`src/rtl/vga_console_writer_pkg.sv`:
```
// Shared types and constants for the text-console VRAM writer.
// Holds the FSM state enum, the control codes and the row-base address helper.
package vga_console_writer_pkg;

  typedef enum logic [1:0] {
    CLRSCR  = 2'd0,
    IDLE    = 2'd1,
    CLRLINE = 2'd2
  } state_e;

  localparam int unsigned ADDR_W = 11;

  localparam logic [7:0] BS = 8'h08;
  localparam logic [7:0] LF = 8'h0A;
  localparam logic [7:0] FF = 8'h0C;
  localparam logic [7:0] CR = 8'h0D;

  // row*cols as a sum of shifted rows; cols is a constant, so this folds to adders.
  function automatic logic [ADDR_W-1:0] row_base(input logic [4:0] row, input int unsigned cols);
    logic [ADDR_W-1:0] acc;
    acc = '0;
    for (int i = 0; i < ADDR_W; i++)
      if (cols[i]) acc = acc + (ADDR_W'(row) << i);
    return acc;
  endfunction

endpackage

```
`src/rtl/vga_console_writer_if.sv`:
```
// Producer handshake, VRAM write port and cursor/status outputs of the console writer.
interface vga_console_writer_if;
  logic [7:0]  in_data;
  logic        in_valid;
  logic        in_ready;
  logic [10:0] vram_waddr;
  logic [7:0]  vram_wdata;
  logic        vram_we;
  logic [5:0]  cursor_col;
  logic [4:0]  cursor_row;
  logic        busy;

  modport master (
    output in_data, in_valid,
    input  in_ready, vram_waddr, vram_wdata, vram_we, cursor_col, cursor_row, busy
  );

  modport slave (
    input  in_data, in_valid,
    output in_ready, vram_waddr, vram_wdata, vram_we, cursor_col, cursor_row, busy
  );
endinterface

```
`src/rtl/vga_console_writer.sv`:
```
// Character stream to text-mode VRAM writer: cursor tracking, control codes,
// and screen/line clears swept by a single address counter.
module vga_console_writer
  import vga_console_writer_pkg::*;
#(
  parameter int unsigned COLS  = 40,
  parameter int unsigned ROWS  = 30,
  parameter logic [7:0]  BLANK = 8'h20
) (
  input  logic                 clk,
  input  logic                 reset,
  vga_console_writer_if.slave  bus
);

  localparam logic [ADDR_W-1:0] LAST_CELL = ADDR_W'(COLS * ROWS - 1);
  localparam logic [5:0]        COL_LAST  = 6'(COLS - 1);
  localparam logic [4:0]        ROW_LAST  = 5'(ROWS - 1);

  state_e            state_q;
  logic [5:0]        col_q;
  logic [4:0]        row_q;
  logic [ADDR_W-1:0] cnt_q;
  logic [ADDR_W-1:0] waddr_q;
  logic [7:0]        wdata_q;
  logic              we_q;

  logic [4:0]        nxt_row_d;
  logic [ADDR_W-1:0] cur_addr_d, line_end_d, nl_base_d;

  always_comb begin
    nxt_row_d  = (row_q == ROW_LAST) ? 5'd0 : row_q + 5'd1;
    cur_addr_d = row_base(row_q, COLS) + ADDR_W'(col_q);
    line_end_d = row_base(row_q, COLS) + ADDR_W'(COL_LAST);
    nl_base_d  = row_base(nxt_row_d, COLS);
  end

  always_ff @(posedge clk or posedge reset) begin
    if (reset) begin
      state_q <= CLRSCR;
      col_q   <= '0;
      row_q   <= '0;
      cnt_q   <= '0;
      we_q    <= 1'b0;
      waddr_q <= '0;
      wdata_q <= '0;
    end else begin
      we_q <= 1'b0;
      case (state_q)
        CLRSCR, CLRLINE: begin
          we_q    <= 1'b1;
          waddr_q <= cnt_q;
          wdata_q <= BLANK;
          cnt_q   <= cnt_q + 1'b1;
          // A line clear ends at its own row's last cell, a screen clear at the last cell.
          if ((state_q == CLRSCR && cnt_q == LAST_CELL) ||
              (state_q == CLRLINE && cnt_q == line_end_d))
            state_q <= IDLE;
        end
        IDLE: begin
          if (bus.in_valid) begin
            case (bus.in_data)
              CR: col_q <= '0;
              LF: begin
                col_q   <= '0;
                row_q   <= nxt_row_d;
                cnt_q   <= nl_base_d;
                state_q <= CLRLINE;
              end
              BS: begin
                if (col_q != '0) begin
                  col_q   <= col_q - 6'd1;
                  we_q    <= 1'b1;
                  waddr_q <= cur_addr_d - 1'b1;
                  wdata_q <= BLANK;
                end
              end
              FF: begin
                col_q   <= '0;
                row_q   <= '0;
                cnt_q   <= '0;
                state_q <= CLRSCR;
              end
              default: begin
                we_q    <= 1'b1;
                waddr_q <= cur_addr_d;
                wdata_q <= bus.in_data;
                if (col_q == COL_LAST) begin
                  col_q   <= '0;
                  row_q   <= nxt_row_d;
                  cnt_q   <= nl_base_d;
                  state_q <= CLRLINE;
                end else begin
                  col_q <= col_q + 6'd1;
                end
              end
            endcase
          end
        end
        default: state_q <= CLRSCR;
      endcase
    end
  end

  assign bus.in_ready   = (state_q == IDLE);
  assign bus.busy       = (state_q != IDLE);
  assign bus.vram_we    = we_q;
  assign bus.vram_waddr = waddr_q;
  assign bus.vram_wdata = wdata_q;
  assign bus.cursor_col = col_q;
  assign bus.cursor_row = row_q;

endmodule

```
`src/flat_wrapper.sv`:
```
// flat-port wrapper written by rule: the top's interface ports become plain ports
module vga_console_writer_flat import vga_console_writer_pkg::*;
#(
  parameter int unsigned COLS  = 40,
  parameter int unsigned ROWS  = 30,
  parameter logic [7:0]  BLANK = 8'h20
)
  (clk, reset, bus_in_data, bus_in_valid, bus_in_ready, bus_vram_waddr, bus_vram_wdata, bus_vram_we, bus_cursor_col, bus_cursor_row, bus_busy);
  vga_console_writer_if bus_i ();
  input  logic clk;
  input  logic reset;
  input wire logic [$bits(bus_i.in_data)-1:0] bus_in_data;
  input wire logic [$bits(bus_i.in_valid)-1:0] bus_in_valid;
  output wire logic [$bits(bus_i.in_ready)-1:0] bus_in_ready;
  output wire logic [$bits(bus_i.vram_waddr)-1:0] bus_vram_waddr;
  output wire logic [$bits(bus_i.vram_wdata)-1:0] bus_vram_wdata;
  output wire logic [$bits(bus_i.vram_we)-1:0] bus_vram_we;
  output wire logic [$bits(bus_i.cursor_col)-1:0] bus_cursor_col;
  output wire logic [$bits(bus_i.cursor_row)-1:0] bus_cursor_row;
  output wire logic [$bits(bus_i.busy)-1:0] bus_busy;
  assign bus_i.in_data = bus_in_data;
  assign bus_i.in_valid = bus_in_valid;
  assign bus_in_ready = bus_i.in_ready;
  assign bus_vram_waddr = bus_i.vram_waddr;
  assign bus_vram_wdata = bus_i.vram_wdata;
  assign bus_vram_we = bus_i.vram_we;
  assign bus_cursor_col = bus_i.cursor_col;
  assign bus_cursor_row = bus_i.cursor_row;
  assign bus_busy = bus_i.busy;
  vga_console_writer #(.COLS(COLS), .ROWS(ROWS), .BLANK(BLANK)) u_core (.clk(clk), .reset(reset), .bus(bus_i));
endmodule
```
`config.mk`:
```
export PLATFORM = sky130hd
export DESIGN_NAME = vga_console_writer_flat
export DESIGN_NICKNAME = d
export VERILOG_FILES = /design/src/rtl/vga_console_writer_pkg.sv /design/src/rtl/vga_console_writer_if.sv /design/src/rtl/vga_console_writer.sv /design/src/flat_wrapper.sv
export SDC_FILE = /design/constraint.sdc
export NUM_CORES = 1
export LEC_CHECK = 0
export CAP_MARGIN = 20
export CORE_ASPECT_RATIO = 0.7
export CORE_UTILIZATION = 45
export CTS_CLUSTER_DIAMETER = 40
export DETAILED_ROUTE_END_ITERATION = 10
export PLACE_DENSITY = 0.81
export RECOVER_POWER = 100
export SYNTH_ARGS = -nofsm -noshare
export SYNTH_HDL_FRONTEND = slang
export SYNTH_SLANG_ARGS = --single-unit
```
`constraint.sdc`:
```
create_clock -name clk -period 2.8 [get_ports clk]
set_clock_uncertainty 0.15 [all_clocks]
set_input_delay 0.42 -clock clk [delete_from_list [all_inputs] [get_ports clk]]
set_output_delay 0.42 -clock clk [all_outputs]
set_load 0.05 [all_outputs]
```
* After elaboration in Yosys (flattened, before gate mapping)
Index checks and enable logic that the tools add are counted.
** Cells by class
- $add $sub $neg :: 9
- Eq/ne operators :: 18
- Muxes and demuxes :: 27
- Bitwise gates (word level) :: 1
- Reduce and logical (&&, ||, !) cells :: 15
** Operators with widths (number)
- 11-bit case mux with 2 select lines :: 3
- 11-bit two-way mux :: 4
- 11-bit case mux with 3 select lines :: 1
- 8-bit by 4-bit == test with 1-bit output (second input constant) :: 4
- 8-bit case mux with 2 select lines :: 2
- 8-bit by 10-bit adder with 11-bit output :: 2
- 8-bit two-way mux :: 2
- 4-bit AND reduction :: 4
- 5-bit case mux with 3 select lines :: 1
- 6-bit two-way mux :: 2
- 6-bit case mux with 2 select lines :: 1
- 11-bit by 1-bit adder with 11-bit output (second input constant) :: 1
- 11-bit by 6-bit adder with 11-bit output :: 1
- 11-bit by 6-bit adder with 11-bit output (second input constant) :: 1
- 11-bit == test :: 1
- 11-bit == test (second input constant) :: 1
- 11-bit by 1-bit subtractor with 11-bit output (second input constant) :: 1
- 5-bit two-way mux :: 2
- 6-bit by 1-bit adder with 6-bit output (second input constant) :: 1
- 6-bit == test (second input constant) :: 1
- 2-bit two-way mux :: 3
- 2-bit by 1-bit != test with 1-bit output (second input constant) :: 3
- 2-bit != test (second input constant) :: 3
- 2-bit case mux with 3 select lines :: 1
- 20 further kinds :: 24
** Storage, ports and cells
- Register bits :: 44
- Output and inout port bits :: 33

* Logic depth before layout (Yosys ltp)
Gate-level depths: netlist of run 1.
- Depth in word-level cells :: 7
- Depth in mapped cells :: 12
- Gate-level depth less buffers :: 12

* Worst setup path after synthesis of run 1
OpenSTA, ideal clock, no wires.
- Kind :: register to register
- Start :: register u_core.row_q[0], in the netlist u_core.bus.cursor_row[0]
- End :: register u_core.waddr_q[9], in the netlist u_core.bus.vram_waddr[9]
- Data arrival time :: 2949 ps
- Required time :: 2577 ps
- Setup slack :: -371 ps
- Stages on the path, launching flop included :: 10
- Period minus slack after synthesis :: 3171 ps
- Cells stage by stage :: dfrtp_1 > ha_1 > ha_1 > buf_2 > and3_1 > o211ai_1 > or3_1 > a311oi_1 > mux2_2 > nor2_1
** Between the ends
- Word-level cells in the longest chain between the ends :: 7
** RTL lines
- start, declared :: line vga_console_writer.sv:21 : logic [4:0] row_q;
- start signal, assigned :: line vga_console_writer.sv:65 : row_q <= nxt_row_d;
- start signal, assigned :: line vga_console_writer.sv:89 : row_q <= nxt_row_d;
- 8-bit by 10-bit adder with 11-bit output (*) :: line vga_console_writer_pkg.sv:23 : if (cols[i]) acc = acc + (ADDR_W'(row) << i);
- 11-bit by 6-bit adder with 11-bit output (*) :: line vga_console_writer.sv:32 : cur_addr_d = row_base(row_q, COLS) + ADDR_W'(col_q);
- 11-bit by 1-bit subtractor with 11-bit output :: line vga_console_writer.sv:73 : waddr_q <= cur_addr_d - 1'b1;
- 11-bit two-way mux :: line vga_console_writer.sv:70 : if (col_q != '0) begin
- 11-bit case mux with 2 select lines (*) :: line vga_console_writer.sv:61 : case (bus.in_data)
- 11-bit two-way mux (*) :: line vga_console_writer.sv:60 : if (bus.in_valid) begin
- 11-bit case mux with 2 select lines (*) :: line vga_console_writer.sv:48 : case (state_q)
- end signal, assigned :: line vga_console_writer.sv:51 : waddr_q <= cnt_q;
- end signal, assigned :: line vga_console_writer.sv:73
- end signal, assigned :: line vga_console_writer.sv:85 : waddr_q <= cur_addr_d;
- end, declared :: line vga_console_writer.sv:23 : logic [ADDR_W-1:0] waddr_q;
Mark *: on every way between the ends. The rest lies on a longest branch, timed or not. The select of a mux whose other input is x is not followed.
A chain may end at the register's enable or synchronous reset.

* Worst setup path after layout of run 1
Ends and elaborated chain as after synthesis.

==> impl_metrics.yaml, run 1 <==
outcome:
  status: "complete, but fails checks"
  violations: "negative setup slack"
synth:
  synth_enable_flop_cells: 0
  yosys-top-cells-area: "dfrtp_1, ha_1, a21oi_1, nand2_1, xnor2_1"
  syn_area_sq_um: 3471
  synth_top_area_share: 0.3172
  syn_inst: 425
  ys.warnings.count: 0
  syn_nets: 456
  ys_top_cells_by_count: "dfrtp_1, nand2_1, a21oi_1"
  ys_async_sr_fraction: 1.000
  ys_seq_area_frac: 0.3172
  synthFlopType: "dfrtp_1"
  synth_cell_types: 64
  yosysTopAreaCell: "dfrtp_1"
  ys_seq_elements: 44
  avgSynthCellArea_sq_um: 8.167
cells_and_area:
  antennaDiodeCount: 0
  drive_above_1_share: 0.2402
  area_growth_pct: 37.89
  finish.instance_area_sq_um: 4786
  nNetsFinal: 542
clock_network:
  cts_made_buffers: 5
  clk_latency_ps: 320
  cts.clk_slew.worst_paths_ps: 90
  root_buffer: "clkbuf_8"
  clockBufferDepth: 2
  cts_tree: "built"
  cts-htree-levels: 2
  cts_sinks: 44
timing:
  layout_setup_ws_ps: -67.64
  post-route-min-period_ps: 2868
  drv_slew: 0
  setup_viol: 2
  clock.fmax_mhz: 348.7
  timing.hold.ws_ps: 322.8
  period_share: 1.024
  hold_viol: 0
  relSlewSlack: 0.4147
  rsz0062_at_grt: "yes"
  tightest_slew_ps: 872.6
  setup_tns_ps: -70.96
route:
  routed_wl_mm: 11.76
  drc: 0
  wire_per_inst_um: 19.27
  drt_pre_antenna_iters: 6
  drt-initial-drc-count: 354
  vias: 3828
  viasPerCell: 6.275
  ant_nets: 0
grt:
  grt_pass1_wl_mm: 16.50
  antenna_found_initial: 0
  grt_usage: 0.2658
  grt_overflow: 0
  grt_start_max_net_pins: 24
  grt_pass1_vias: 3194
floorplan:
  core-area_sq_um: 7385
  boundaryPins: 44
  start_util: 0.4700
  die_x_um: 107.0
  row_count: 26
  dieArea_sq_um: 8074
  die_y_um: 75.48
worst_hold_path:
  worstHoldStart: "u_core.bus.vram_wdata[6]$_DFFE_PP0P_"
  min_path_cells: 2
  min_to: "u_core.bus.vram_wdata[6]$_DFFE_PP0P_"
  hold_path_class: "register to register"
job:
  max_cap_violations: 0
critical_path:
  reg2regPathDepth: 9
  cp-startpoint: "u_core.bus.cursor_row[0]$_DFFE_PP0P_"
  crit_required_ps: 2910
  slowest_stage: "dfrtp_4"
  cp_num_buf_inv: 1
  slowest_delay_ps: 520
  r2r_end: "u_core.bus.vram_waddr[9]$_DFFE_PP0P_"
  arrival_ps: 2970
  start_kind: "register"
  reg2reg_slack_ps: -70
  worst_setup_path_end_kind: "register"
  crit_type: "register to register"
  worstPathCellList: "ha_4, fa_2, xor2_4, buf_4, a211oi_4, o21ai_2, a311oi_2, mux2_4, nor2_2"
  r2r_start: "u_core.bus.cursor_row[0]$_DFFE_PP0P_"
  crit_fanout: 3
  critical-path-top-delay-family: "compound AO/OA/AOI/OAI gates"
power:
  leakage_nw: 2.026
  power_density_nw_per_um2: 352.0
  ir_drop_mv: 0.5020
placement:
  pre_cts_ws_ps: -88.57
  dpl-instance-area_sq_um: 4309
  hpwl_mm: 8.194
  port_buffers: 43
  gp_congestion: 0.9752
-- sequential cells by signal (all words and copies together) (netlist names) --
| signal | count |
|---|---|
| u_core.bus.vram_waddr | 11 |
| u_core.cnt_q | 11 |
| u_core.bus.vram_wdata | 8 |
| u_core.bus.cursor_col | 6 |
| u_core.bus.cursor_row | 5 |
| u_core.state_q | 2 |
| u_core.bus.vram_we | 1 |
-- per-stage QoR --
step | utilization | power [mW] | instances
2_1_floorplan | - | 1.096 | 425
3_3_place_gp | 0.5835 | 1.247 | 589
3_5_place_dp | 0.5835 | 1.260 | 589
4_1_cts | 0.6062 | 1.703 | 597
5_1_grt | 0.6481 | 1.764 | 610
6_report | 0.6481 | 1.685 | 610
-- worst max-delay path by stage --
stage / depth (start not counted) / endpoint / slack (ps)
global route: 9 / u_core.bus.vram_waddr[9]$_DFFE_PP0P_ / -120
finish: 9 / u_core.bus.vram_waddr[9]$_DFFE_PP0P_ / -70
detailed placement: 12 / u_core.cnt_q[8]$_DFFE_PP0P_ / -90
global placement: 9 / u_core.bus.vram_waddr[9]$_DFFE_PP0P_ / 2
floorplan: 9 / u_core.bus.vram_waddr[9]$_DFFE_PP0P_ / -60
CTS: 8 / u_core.bus.vram_waddr[9]$_DFFE_PP0P_ / 1
-- worst register-to-register path, stage by stage (launching register included) --
cell and delay (ps):
dfrtp_4 520, ha_4 180, fa_2 410, xor2_4 180, buf_4 160, a211oi_4 280, o21ai_2 130, a311oi_2 360
mux2_4 340, nor2_2 100
-- timing repair --
item / in CTS / in global routing
setup endpoints to repair: 5 / 10
pin swaps: 4 / 18
hold buffers: 0 / 0
buffers inserted: 0 / 13
resized for setup: 13 / 48
-- layout by cell type, fill, tap and decap left out, types with 11 or more instances in the layout --
| master | n |
|---|---|
| a21oi_1 | 28 |
| buf_4 | 52 |
| clkdlybuf4s50_1 | 11 |
| dfrtp_1 | 37 |
| dlygate4sd3_1 | 31 |
| inv_1 | 18 |
| nand2_1 | 44 |
| nand3_1 | 21 |
| nor2_1 | 28 |
| o21ai_0 | 24 |
| xnor2_1 | 16 |
-- cell type report --
| type | count | area [sq um] |
|---|---|---|
| clock inverters | 2 | 15.01 |
| flip-flops and latches | 44 | 1112 |
| clock buffers | 6 | 82.58 |
| well taps | 98 | 122.6 |
| multi-input cells | 338 | 2502 |
| fillers | 585 | 2599 |
| inverters | 22 | 82.58 |
| repair buffers | 100 | 868.3 |
-- cells by family after synthesis --
logic type               count (synthesis)  share of synthesized area
AO/OA/AOI/OAI                          132                     0.2462
AND/OR/NAND/NOR                        159                     0.2340
buffers and inverters                   43                    0.04975
flip-flops                              44                     0.3172
adder cells (fa/ha/maj)                 20                    0.07859
multiplexers                             5                    0.01478
XOR/XNOR                                22                    0.05948
-- report_power, final --
group | total (mW) | leakage, nW | internal [mW] | switching (mW)
Sequential | 0.814 | 0.562 | 0.710 | 0.104
Clock | 0.449 | 0.0434 | 0.200 | 0.248
Combinational | 0.422 | 1.42 | 0.160 | 0.262
Total | 1.68 | 2.03 | 1.07 | 0.615
-- metal layers --
layer	share of wire	global-route usage
met2	0.46	0.4129
met4	0.024	0.06088
met1	0.43	0.3930
met3	0.093	0.03935
met5	0	0
Power figures use the tool's default switching activity.
==> run 2: changes to the inputs <==
ABC_AREA = 1   (was not set)
PLACE_DENSITY = 0.8   (was 0.81)
REMOVE_ABC_BUFFERS = 1   (was not set)
SKIP_LAST_GASP = 1   (was not set)
==> run 2 against run 1 <==
Utilization fell by 7.3 points. Combinational power rose by 11%. The run now ends clean. Sequential power fell by 12%. Flip-flop and latch count did not move. Cell count rose by 13%. Wire length fell by 12%. Clock power rose by 26%. Die area rose by 2.5%. Hold slack barely moved.
==> impl_metrics.yaml, run 2 <==
outcome:
  status: "finished clean"
cells_and_area:
  drive_above_1_share: 0.07601
  finish.instance_area_sq_um: 4302
  mostFrequentLayoutCell: "nand2_1"
  area_growth_pct: 20.89
  nNetsFinal: 623
  antennaDiodeCount: 0
  final_cell_mix: "nand2_1, inv_1, nor2_1"
critical_path:
  slowest_stage: "fa_1"
  worst_setup_path_end_kind: "register"
  crit_type: "register to register"
  arrival_ps: 2790
  slowest_delay_ps: 480
  worstPathCellList: "ha_1, fa_1, ha_2, inv_1, nand2_1, nand2_1, nor2_1, nand3_1, nor2_1, nand3_1, nor2_2, nand3_2, nand3_1, nand2_1"
  crit_required_ps: 2830
  reg2reg_slack_ps: 30
  crit_fanout: 4
  start_kind: "register"
timing:
  tightest_slew_ps: 937.1
  setup_tns_ps: 0
  setup_viol: 0
  rsz0062_at_grt: "yes"
  period_share: 0.9876
  clock.fmax_mhz: 361.6
  drv_slew: 0
  post-route-min-period_ps: 2765
  timing.hold.ws_ps: 322.3
  relSlewSlack: 0.3753
  hold_viol: 0
route:
  drt_pre_antenna_iters: 5
  routed_wl_mm: 10.31
  drt-initial-drc-count: 271
  wire_per_inst_um: 14.95
  ant_nets: 0
  drc: 0
  vias: 3802
  viasPerCell: 5.510
synth:
  synth_top_area_share: 0.3094
  synthFlopType: "dfrtp_1"
  synth_cell_types: 34
  synth_enable_flop_cells: 0
  syn_inst: 538
  ys.warnings.count: 0
  ys_top_cells_by_count: "nand2_1, inv_1, nor2_1"
  ys_seq_elements: 44
  avgSynthCellArea_sq_um: 6.614
  yosysTopAreaCell: "dfrtp_1"
  syn_area_sq_um: 3558
  ys_seq_area_frac: 0.3094
  yosysMostFrequentCell: "nand2_1"
  yosys-top-cells-area: "dfrtp_1, nand2_1, nand3_1, inv_1, nor2_1"
  ys_async_sr_fraction: 1.000
clock_network:
  cts_made_buffers: 5
  cts.clk_slew.worst_paths_ps: 70
  root_buffer: "clkbuf_16"
  cts-htree-levels: 2
  postCtsHoldBufs: 0
  clockBufferDepth: 2
  cts_sinks: 44
  clk_latency_ps: 290
  cts_tree: "built"
placement:
  port_buffers: 43
  dpl-instance-area_sq_um: 4154
  hpwl_mm: 8.104
  gp_congestion: 0.9435
grt:
  grt_overflow: 0
  grt_pass1_vias: 3489
  antenna_found_initial: 0
  grt_usage: 0.2659
  grt_pass1_wl_mm: 17.19
  grt_start_max_net_pins: 25
floorplan:
  boundaryPins: 44
  row_count: 26
  start_util: 0.4756
  core-area_sq_um: 7482
  die_x_um: 108.3
  dieArea_sq_um: 8273
  die_y_um: 76.40
power:
  power_density_nw_per_um2: 407.1
  ir_drop_mv: 0.2989
  leakage_nw: 2.193
worst_hold_path:
  hold_path_class: "register to register"
job:
  max_cap_violations: 0
==> run 2: changes by cell type after synthesis, sizes merged, moves of 9 or more <==
cell    change
xnor2      -14
nand2     +140
inv        +45
o21ai      +10
a21oi      -24
nor2       +29
o211ai     -11
nand3      +27
and3        -9
==> run 2: logic make-up after synthesis <==
| group | count (synthesis) | synth area share |
|---|---|---|
| AO/OA/AOI/OAI | 68 | 0.1104 |
| flip-flops | 44 | 0.3094 |
| XOR/XNOR | 9 | 0.02215 |
| buffers and inverters | 77 | 0.09142 |
| AND/OR/NAND/NOR | 320 | 0.3899 |
| adder cells (fa/ha/maj) | 20 | 0.07665 |
==> run 2: timing repair <==
| item | in CTS | in global routing |
|---|---|---|
| setup endpoints to repair | 0 | 5 |
| gates resized for setup | 0 | 8 |
| setup buffers | 0 | 1 |
| hold endpoints to repair | 0 | 0 |
==> run 2: area by class of cell <==
cell class	instances	area, sq um
fill	713	3181
multi-input combinational	417	2150
sequential	44	1102
timing repair buffer	58	536.8
inverter	66	252.7
clock buffer	5	125.1
tap	98	122.6
clock inverter	2	12.51
==> run 2: per-layer routing <==
metal	track usage	vias to the layer above	routed length (um)
met5	0	-	0
met4	0.04865	0	80
met1	0.3928	1774	4730
li1	-	1846	-
met3	0.04790	14	909
met2	0.4064	168	4593
==> run 2: path summary, 6_finish.rpt <==
check,from,to,cells past startpoint
max,u_core.bus.cursor_row[0]$_DFFE_PP0P_,u_core.state_q[1]$_DFFE_PP0P_,14
min,u_core.bus.vram_wdata[4]$_DFFE_PP0P_,u_core.bus.vram_wdata[4]$_DFFE_PP0P_,2
max reg2reg,u_core.bus.cursor_row[0]$_DFFE_PP0P_,u_core.state_q[1]$_DFFE_PP0P_,14
min reg2reg,u_core.bus.vram_wdata[4]$_DFFE_PP0P_,u_core.bus.vram_wdata[4]$_DFFE_PP0P_,2
max in group asynchronous,reset,u_core.bus.vram_waddr[10]$_DFFE_PP0P_,3
min in group asynchronous,reset,u_core.cnt_q[10]$_DFFE_PP0P_,2
==> run 2: report_power, final <==
| group | switching [mW] | internal, mW | total [mW] | leakage [nW] |
|---|---|---|---|---|
| Sequential | 0.0386 | 0.678 | 0.717 | 0.548 |
| Combinational | 0.327 | 0.141 | 0.468 | 1.58 |
| Clock | 0.243 | 0.324 | 0.566 | 0.0657 |
| Total | 0.608 | 1.14 | 1.75 | 2.19 |
==> run 2: critical path, delay by kind of cell, from the launching register on <==
family / cells / cell delay (ps)
fa+ha+maj: 3 / 1090
buf+inv: 1 / 60
flops: 1 / 440
simple gates: 10 / 910
==> run 2: per-stage QoR <==
stage	power, mW	instances	utilization	worst slack [ps]
after floorplan	1.034	527	-	-692.0
after global placement	1.204	682	0.5552	225.8
after detailed placement	1.209	682	0.5552	57.90
after CTS	1.775	689	0.5736	32.31
after global routing	1.833	690	0.5749	-64.85
final	1.751	690	0.5749	34.60
